<file path="src/rtl/seq_compare_unit.sv">
// Purpose: multi-cycle WIDTH-bit comparator, CHUNK bits per cycle, MSB chunk first, early exit on first difference.
// Latency: k+1 cycles from presenting an accepted pair to out_valid, k = chunks scanned (1..NCHUNK).
// Backpressure: in_ready only in IDLE; result held in DONE until out_ready, no accept on the handoff edge.
module seq_compare_unit #(
    parameter int WIDTH = 32,
    parameter int CHUNK = 8
) (
    input  logic             clock,
    input  logic             reset_n,
    input  logic             in_valid,
    output logic             in_ready,
    input  logic [WIDTH-1:0] op_a,
    input  logic [WIDTH-1:0] op_b,
    input  logic [1:0]       op_sel,
    output logic             out_valid,
    input  logic             out_ready,
    output logic             out_taken,
    output logic             out_neq,
    output logic             out_lt,
    output logic             out_ltu,
    output logic             busy
);

    localparam int NCHUNK = WIDTH / CHUNK;
    localparam int IDXW   = (NCHUNK > 1) ? $clog2(NCHUNK) : 1;
    // Flipping the sign bit turns a signed compare of the top chunk into an unsigned one.
    localparam logic [CHUNK-1:0] SIGN_MASK = CHUNK'(1) << (CHUNK - 1);

    localparam logic [1:0] OP_EQ  = 2'b00;
    localparam logic [1:0] OP_NE  = 2'b01;
    localparam logic [1:0] OP_LT  = 2'b10;

    typedef enum logic [1:0] {
        S_IDLE = 2'b00,
        S_SCAN = 2'b01,
        S_DONE = 2'b10
    } state_t;

    state_t            r_state;
    logic [WIDTH-1:0]  r_a;
    logic [WIDTH-1:0]  r_b;
    logic [1:0]        r_op;
    logic [IDXW-1:0]   r_idx;
    logic              r_in_ready;
    logic              r_busy;
    logic              r_out_valid;
    logic              r_taken;
    logic              r_neq;
    logic              r_lt;
    logic              r_ltu;

    logic [CHUNK-1:0]  w_a_chunk;
    logic [CHUNK-1:0]  w_b_chunk;
    logic              w_last;
    logic              w_neq;
    logic              w_ltu;
    logic              w_lt;
    logic              w_taken;

    // Select the chunk currently under comparison.
    always_comb begin
        w_a_chunk = '0;
        w_b_chunk = '0;
        for (int i = 0; i < NCHUNK; i++) begin
            if (r_idx == IDXW'(i)) begin
                w_a_chunk = r_a[i*CHUNK +: CHUNK];
                w_b_chunk = r_b[i*CHUNK +: CHUNK];
            end
        end
    end

    assign w_last = (r_idx == IDXW'(NCHUNK - 1));
    assign w_neq  = (w_a_chunk != w_b_chunk);
    assign w_ltu  = (w_a_chunk < w_b_chunk);
    // Only the most significant chunk carries the sign; lower chunks order unsigned.
    assign w_lt   = w_last ? ((w_a_chunk ^ SIGN_MASK) < (w_b_chunk ^ SIGN_MASK)) : w_ltu;

    // Branch condition for a differing chunk, selected by the captured op.
    always_comb begin
        w_taken = 1'b0;
        case (r_op)
            OP_EQ:   w_taken = 1'b0;
            OP_NE:   w_taken = 1'b1;
            OP_LT:   w_taken = w_lt;
            default: w_taken = w_ltu;
        endcase
    end

    // Control FSM: capture, chunk scan, and result hold with registered outputs.
    always_ff @(posedge clock) begin
        if (!reset_n) begin
            r_state     <= S_IDLE;
            r_a         <= '0;
            r_b         <= '0;
            r_op        <= '0;
            r_idx       <= '0;
            r_in_ready  <= 1'b1;
            r_busy      <= 1'b0;
            r_out_valid <= 1'b0;
            r_taken     <= 1'b0;
            r_neq       <= 1'b0;
            r_lt        <= 1'b0;
            r_ltu       <= 1'b0;
        end else begin
            case (r_state)
                S_IDLE: begin
                    if (in_valid) begin
                        r_a        <= op_a;
                        r_b        <= op_b;
                        r_op       <= op_sel;
                        r_idx      <= IDXW'(NCHUNK - 1);
                        r_in_ready <= 1'b0;
                        r_busy     <= 1'b1;
                        r_state    <= S_SCAN;
                    end
                end
                S_SCAN: begin
                    if (w_neq) begin
                        r_neq       <= 1'b1;
                        r_lt        <= w_lt;
                        r_ltu       <= w_ltu;
                        r_taken     <= w_taken;
                        r_out_valid <= 1'b1;
                        r_state     <= S_DONE;
                    end else if (r_idx == '0) begin
                        // Every chunk matched: operands are equal.
                        r_neq       <= 1'b0;
                        r_lt        <= 1'b0;
                        r_ltu       <= 1'b0;
                        r_taken     <= (r_op == OP_EQ);
                        r_out_valid <= 1'b1;
                        r_state     <= S_DONE;
                    end else begin
                        r_idx <= r_idx - IDXW'(1);
                    end
                end
                S_DONE: begin
                    if (out_ready) begin
                        r_out_valid <= 1'b0;
                        r_busy      <= 1'b0;
                        r_in_ready  <= 1'b1;
                        r_state     <= S_IDLE;
                    end
                end
                default: begin
                    r_out_valid <= 1'b0;
                    r_busy      <= 1'b0;
                    r_in_ready  <= 1'b1;
                    r_state     <= S_IDLE;
                end
            endcase
        end
    end

    assign in_ready  = r_in_ready;
    assign busy      = r_busy;
    assign out_valid = r_out_valid;
    assign out_taken = r_taken;
    assign out_neq   = r_neq;
    assign out_lt    = r_lt;
    assign out_ltu   = r_ltu;

endmodule

</file>
<file path="config.mk">
export PLATFORM = sky130hd
export DESIGN_NAME = seq_compare_unit
export DESIGN_NICKNAME = d
export VERILOG_FILES = /design/src/rtl/seq_compare_unit.sv
export SDC_FILE = /design/constraint.sdc
export NUM_CORES = 1
export LEC_CHECK = 0
export CORE_ASPECT_RATIO = 1.1
export CORE_MARGIN = 2
export CORE_UTILIZATION = 28
export CTS_BUF_LIST = sky130_fd_sc_hd__clkbuf_8 sky130_fd_sc_hd__clkbuf_16
export DETAILED_ROUTE_END_ITERATION = 10
export PLACE_DENSITY = 0.54
export SETUP_SLACK_MARGIN = 0.4
export SYNTH_ARGS = -nofsm -noshare
export SYNTH_HDL_FRONTEND = slang
export SYNTH_SLANG_ARGS = --single-unit
export TNS_END_PERCENT = 5
</file>
<file path="constraint.sdc">
create_clock -name clock -period 4 [get_ports clock]
set_input_delay 0.4 -clock clock [delete_from_list [all_inputs] [get_ports clock]]
set_output_delay 0.4 -clock clock [all_outputs]
set_load 0.02 [all_outputs]
</file>
==> results.md, run 1 <==
- Run status: finished, final reports clean
- Post-Syn Instances: 482
- Clk_skew: 0.004539 ns
- Wire length per cell: 13.29 µm
- Async SR Flop Fraction: 0
- Sw frac: 0.2980
- P&R area growth vs syn: 31.43%
- WHS: 0.4537 ns
- Pre-CTS WS: 0.6410 ns
- Total Wirelength: 9263 µm
- Setup ws final: 0.6637 ns
- Endpoint of the worst register-to-register path: out_lt
- Prevailing post-synth register cell: dfxtp_1
- RSZ-0062 raised after global routing: yes
- Post-route core utilization: 0.3731
- Worst skew pair latency: 0.33 ns
- CTS tree: built
- Clock power share: 0.338
- CP Data Arrival Time: 3.60 ns
- Top-count cell post-synth: nand2_1
- CP bufs+invs: 1
- Synth cell count leaders: 161 x nand2_1, 114 x a21oi_1, 77 x dfxtp_1
- Fmax: 299.7 MHz
- Post-synth EDFFs: 0
- P_leak: 1.705 nW
- Crit path kind: flop to flop
- VDD IR max: 184.5 µV
- Beginning of the critical path: r_idx[0]
- CTS H-tree depth: 3
- Synth Warn #: 0
- Pins Over Slew Limit: 0
- Yosys top cell by area: dfxtp_1
- Max cap viols: 0
- DR iter-0 viols: 102
- I/O pin total: 77
- Die ar.: 0.01357 mm²
- Final #Nets: 620
- Post-synth design cell area: 0.003543 mm²
- Filler Cell Count: 1,368
- Slew headroom: 0.2668
- CTS Hold Bufs: 0
- Cell variety after synth: 37
- # setup viols final: 0
- Largest net degree at the start of global routing: 67
- Post-synthesis area per instance: 7.351 µm²
- Gr ovfl total: 0
- Top-area cell type share of the netlist area: 0.4350
- Worst-Margin Slew: 1.100 ns
- DRC: 0
- Cell Area, Placed: 0.004388 mm²
- CP endpoint: out_lt
- Critical Path Most Common Cell: a21oi_1
- Final non-filler cell total: 697
- Setup TNS: 0 ns
- Int Pwr: 1.521 mW
- Worst path depth: 11
- CP max FO: 32
- Syn nets: 565
- Final period util: 0.8341
- Clock buffer count from CTS: 9
- Core box area: 0.01248 mm²
- Via-to-Cell Ratio: 4.693
- Vias in the first global route: 3,164
- Overall global routing resource usage: 0.1425
- Total number of vias: 3,271
- Die span in y: 122.0 µm
- Sequential fraction of the synthesis area: 0.4350
- Post-CTS Setup Inserts: 0
- Combinational power share: 0.249
- Clock Tree Root: clkbuf_16
- Post-route cell area: 0.004657 mm²
- Design Power: 2.166 mW
- R2r startpoint: r_idx[0]
- Routability cong.: 0.7953
- Seq cells post-synth: 77
- Starting Density: 0.2839
- Cell count after placement: 683
- Slowest stage delay, CP: 0.84 ns
- Cell Rows: 43
- Die width: 111.3 µm
- Ranking of synthesized cells by area: dfxtp_1 44%, nand2_1 17%, a21oi_1 16%
- Switching Power: 0.6454 mW
- Clock transition at the registers of the reported paths: 0.05 ns
- Final Hold Viols: 0
- CP max stage cell: ha_1
- Drt pass-1 iters: 4
- Share of layout cells above drive strength 1: 0.04630
- First-pass GRT wire length: 15,330 µm
- PortBufs: 76
- Data required, critical path: 4.26 ns
- Worst Hold Class: flop to flop
- Family with the most delay on the worst path: compound AO/OA/AOI/OAI gates
- Worst R2R Path Depth: 11
- Pwr/cell area: 465.1 mW/mm²
- N_diodes: 0
- Final Critical Period: 3.336 ns
- Register share of total power: 0.413
- Clock Sinks: 77
- Dpl hpwl: 6725 µm
- Initial antenna violation count: 0
- Critical path startpoint category: flop
- FF-to-FF setup slack: 0.66 ns
- Crit path cell chain: inv_1 > ha_1 > a21oi_1 > a21oi_1 > nor2_1 > a21oi_1 > ha_1 > a211o_1 > a221o_1 > or3_1 > a21oi_2
- Max Root-Sink Buffers: 2
- Setup crit end kind: flop
- ANT nets after route: 0
cell usage in the layout, fill, tap and decap left out, types with 2 or more instances in the layout:
cell	n
a211oi_1	2
nor2_1	16
a21o_1	2
ha_1	12
o21ai_0	3
clkbuf_8	2
nor2b_1	4
clkbuf_16	9
nor3_1	3
dfxtp_1	77
inv_1	4
clkinv_2	2
o21ai_1	6
nand2_1	161
nand3b_1	16
a2bb2oi_1	2
a21oi_1	114
clkdlybuf4s50_1	76
o211ai_1	2
nand4_1	3
buf_4	4
what timing repair did:
item	in CTS	in global routing
gates resized for setup	0	1
endpoints found under the hold margin	0	0
setup endpoints to repair	0	5
routing by layer:
layer | GRT usage | vias up | routed length [µm]
met2 | 0.2397 | 59 | 4355
met1 | 0.1816 | 1479 | 4493
met5 | 0 | - | 0
met4 | 0.04861 | 0 | 97
met3 | 0.03184 | 8 | 317
li1 | - | 1725 | -
worst reg2reg max path, stage by stage (launching register included):
cell and delay, ns:
dfxtp_1 0.35, inv_1 0.10, ha_1 0.84, a21oi_1 0.14, a21oi_1 0.17, nor2_1 0.05
a21oi_1 0.21, ha_1 0.29, a211o_1 0.28, a221o_1 0.33, or3_1 0.40, a21oi_2 0.11
cell families (layout without fill, tap and decap cells):
logic type / Yosys count / in the layout / synth area share
simple gates: 211 / 211 / 0.2581
fa+ha+maj: 13 / 13 / 0.04591
mux: 1 / 1 / 0.002825
flops: 77 / 77 / 0.4350
compound gates: 140 / 140 / 0.2119
buf+inv: 40 / 98 / 0.04626
worst min path at each step:
stage	from	end	cells past startpoint
finish	r_a[15]	r_a[15]	2
global route	r_a[16]	r_a[16]	2
CTS	r_a[15]	r_a[15]	2
floorplan	r_a[0]	r_a[0]	2
global placement	r_a[16]	r_a[16]	2
detailed placement	r_a[15]	r_a[15]	2
area by class of cell:
| class | count | area (µm²) | share of cell area |
|---|---|---|---|
| multi-input cells | 365 | 1847 | 0.3966 |
| well taps | 157 | 196.4 | 0.04218 |
| clock buffers | 11 | 252.7 | 0.05427 |
| inverters | 4 | 15.01 | 0.003224 |
| clock inverters | 3 | 13.76 | 0.002955 |
| repair buffers | 80 | 790.8 | 0.1698 |
| flip-flops and latches | 77 | 1541 | 0.3310 |
power by group through the flow:
stage / combinational, mW / clock (mW) / sequential [mW]
6_report: 0.540 / 0.733 / 0.894
5_1_grt: 0.608 / 0.784 / 0.903
4_1_cts: 0.543 / 0.754 / 0.894
3_5_place_dp: 0.542 / 0 / 0.910
3_3_place_gp: 0.533 / 0 / 0.908
2_1_floorplan: 0.360 / 0 / 0.902
registers in the layout, summed over array words and instances, names as in the netlist:
signal and cells:
r_a 32, r_b 32, r_idx 2, r_op 2, r_state 2, busy 1
in_ready 1, out_lt 1, out_ltu 1, out_neq 1, out_taken 1, out_valid 1
Power figures use the tool's default switching activity.
==> run 2, diff against run 1 <==
Clock period 4 ns to 3.35 ns, I/O delays scaled along.
==> results.md, run 2 (synthesis gave the netlist of run 1 again) <==
- Die width: 111.3 µm (unchanged)
- Core box area: 0.01248 mm² (unchanged)
- Starting Density: 0.2839 (unchanged)
- I/O pin total: 77 (unchanged)
- Via-to-Cell Ratio: 4.746 (+1.1%)
- Drt pass-1 iters: 4 (unchanged)
- Pins Over Slew Limit: 0 (unchanged)
- Share of layout cells above drive strength 1: 0.09550 (+0.04920)
- Largest net degree at the start of global routing: 67 (unchanged)
- Clock transition at the registers of the reported paths: 0.06 ns (about the same)
- Filler Cell Count: 1,328 (-2.9%)
- Post-route cell area: 0.004872 mm² (+4.6%)
- Die ar.: 0.01357 mm² (unchanged)
- Worst-Margin Slew: 0.6716 ns (-0.4282 ns)
- Cell Rows: 43 (unchanged)
- Worst Hold Class: flop to flop
- PortBufs: 76 (unchanged)
- Slew headroom: 0.5523 (+0.2854)
- DRC: 0 (unchanged)
- Crit path cell chain: inv_2 > ha_4 > buf_2 > buf_4 > nand2_1 > a21oi_2 > a21oi_1 > nor2_1 > a21oi_1 > ha_1 > nand4_1 > or3_4 > a21oi_1 > a2bb2oi_1 > nor2_1
- Vias in the first global route: 3,286 (+3.9%)
- Cell Area, Placed: 0.004423 mm² (+0.80%)
- Hold depth: 2 (unchanged)
- Hold path start: r_a[5]
- Final Hold Viols: 0 (unchanged)
- Clock Sinks: 77 (unchanged)
- Setup TNS: 0 ns (unchanged)
- Critical path startpoint category: flop
- First-pass GRT wire length: 15,680 µm (+2.3%)
- Beginning of the critical path: r_idx[1]
- Final Critical Period: 2.841 ns (-0.4957 ns)
- Total Wirelength: 9771 µm (+5.5%)
- Overall global routing resource usage: 0.1434 (+0.0009818)
- Max Root-Sink Buffers: 2 (unchanged)
- RSZ-0062 raised after global routing: yes
- CTS tree: built
- # setup viols final: 0 (unchanged)
- Final #Nets: 634 (+2.3%)
- Run status: finished, final reports clean
- Gr ovfl total: 0 (unchanged)
- ANT nets after route: 0 (unchanged)
- Worst R2R Path Depth: 15 (+4)
- Setup crit end kind: flop
- Critical Path Most Common Cell: a21oi_1
- Clock Tree Root: clkbuf_16
- Worst skew pair latency: 0.33 ns (about the same)
- N_diodes: 0 (unchanged)
- Wire length per cell: 13.72 µm (+3.3%)
- CP max stage cell: or3_4
- Commonest non-fill, non-tap cell in the layout: nand2_1
- P_leak: 1.788 nW (+4.9%)
- CP max FO: 7 (-78%)
- Clk_skew: 0.005950 ns (+0.001411 ns)
- Cell count after placement: 686 (+0.44%)
- Total number of vias: 3,379 (+3.3%)
- Initial antenna violation count: 0 (unchanged)
- Top flop regs: r_a: 32 flops, r_b: 32 flops
- P&R area growth vs syn: 37.50%
- Crit path kind: flop to flop
- Data required, critical path: 3.56 ns (-0.70 ns)
- Clock buffer count from CTS: 9 (unchanged)
- Final period util: 0.8479 (+0.01386)
- Final non-filler cell total: 712 (+2.2%)
- Max cap viols: 0 (unchanged)
- CTS H-tree depth: 3 (unchanged)
- Routability cong.: 0.8494 (+6.8%)
- VDD IR max: 254.6 µV (+38%)
- Pwr/cell area: 565.3 mW/mm² (+22%)
- Slowest stage delay, CP: 0.45 ns (-0.39 ns)
- Dpl hpwl: 6765 µm (+0.60%)
- CP Data Arrival Time: 3.05 ns (-0.55 ns)
- DR iter-0 viols: 201 (+97%)
- R2r startpoint: r_idx[1]
- Fmax: 352.0 MHz (+17%)
- Die span in y: 122.0 µm (unchanged)
- Most frequent cells in the layout: 161 x nand2_1, 109 x a21oi_1, 76 x clkdlybuf4s50_1
- Design Power: 2.754 mW (+27%)
## run 2: cell types whose count changed in the layout (fill, tap and decap cells not counted), sizes merged
cell      change
buf          +13
bufinv        +1
clkbuf        -1
clkinv        +2
clkinvlp      +1
inv           -1
## run 2: worst paths after layout
kind / end / slack [ns]
max reg2reg: out_valid / 0.51
min reg2reg: r_a[5] / 0.46
max: out_valid / 0.51
min: r_a[5] / 0.46
## run 2: layout make-up
| cell class | count | area [µm²] | area share |
|---|---|---|---|
| Multi-Input combinational cell | 365 | 1912 | 0.3924 |
| Sequential cell | 77 | 1546 | 0.3174 |
| Timing Repair Buffer | 94 | 912.1 | 0.1872 |
| Clock buffer | 9 | 225.2 | 0.04622 |
| Tap cell | 157 | 196.4 | 0.04032 |
| Clock inverter | 6 | 65.06 | 0.01335 |
| Inverter | 4 | 15.01 | 0.003082 |
## run 2: through the flow
| step | utilization | setup slack [ns] | hold WS (ns) |
|---|---|---|---|
| finish | 0.3903 | 0.5094 | 0.4556 |
| CTS | 0.3818 | 0.4068 | 0.4553 |
| global placement | 0.3544 | 0.1226 | 0.4423 |
| detailed placement | 0.3544 | 0.04335 | 0.4469 |
| global route | 0.3903 | 0.3544 | 0.4791 |
| floorplan | - | 0.5633 | 0.4112 |
## run 2: what timing repair did
| item | CTS | global route |
|---|---|---|
| setup buffers | 1 | 10 |
| setup endpoints to repair | 9 | 9 |
| gates resized for setup | 9 | 9 |
| hold buffers | 0 | 0 |
| pin swaps | 0 | 11 |
| endpoints found under the hold margin | 0 | 0 |
## run 2: metal layers
| layer | share of wire | routed length, µm | track usage |
|---|---|---|---|
| met1 | 0.47 | 4551 | 0.1804 |
| met2 | 0.46 | 4510 | 0.2420 |
| met3 | 0.048 | 469 | 0.02985 |
| met4 | 0.024 | 239 | 0.05710 |
| met5 | 0 | 0 | 0 |
## run 2: worst max-delay path, delay by kind of cell (launching register included)
family | cells | cell delay [ns]
AND/OR/NAND/NOR | 5 | 0.83
buffers and inverters | 3 | 0.41
AO/OA/AOI/OAI | 5 | 0.63
adder cells (fa/ha/maj) | 2 | 0.50
flip-flops | 1 | 0.37
## run 2: report_power, final
group / switching, mW / leakage, nW / internal (mW)
Clock: 0.371 / 0.141 / 0.572
Combinational: 0.397 / 1.01 / 0.345
Sequential: 0.0640 / 0.634 / 1.01
Total: 0.831 / 1.79 / 1.92
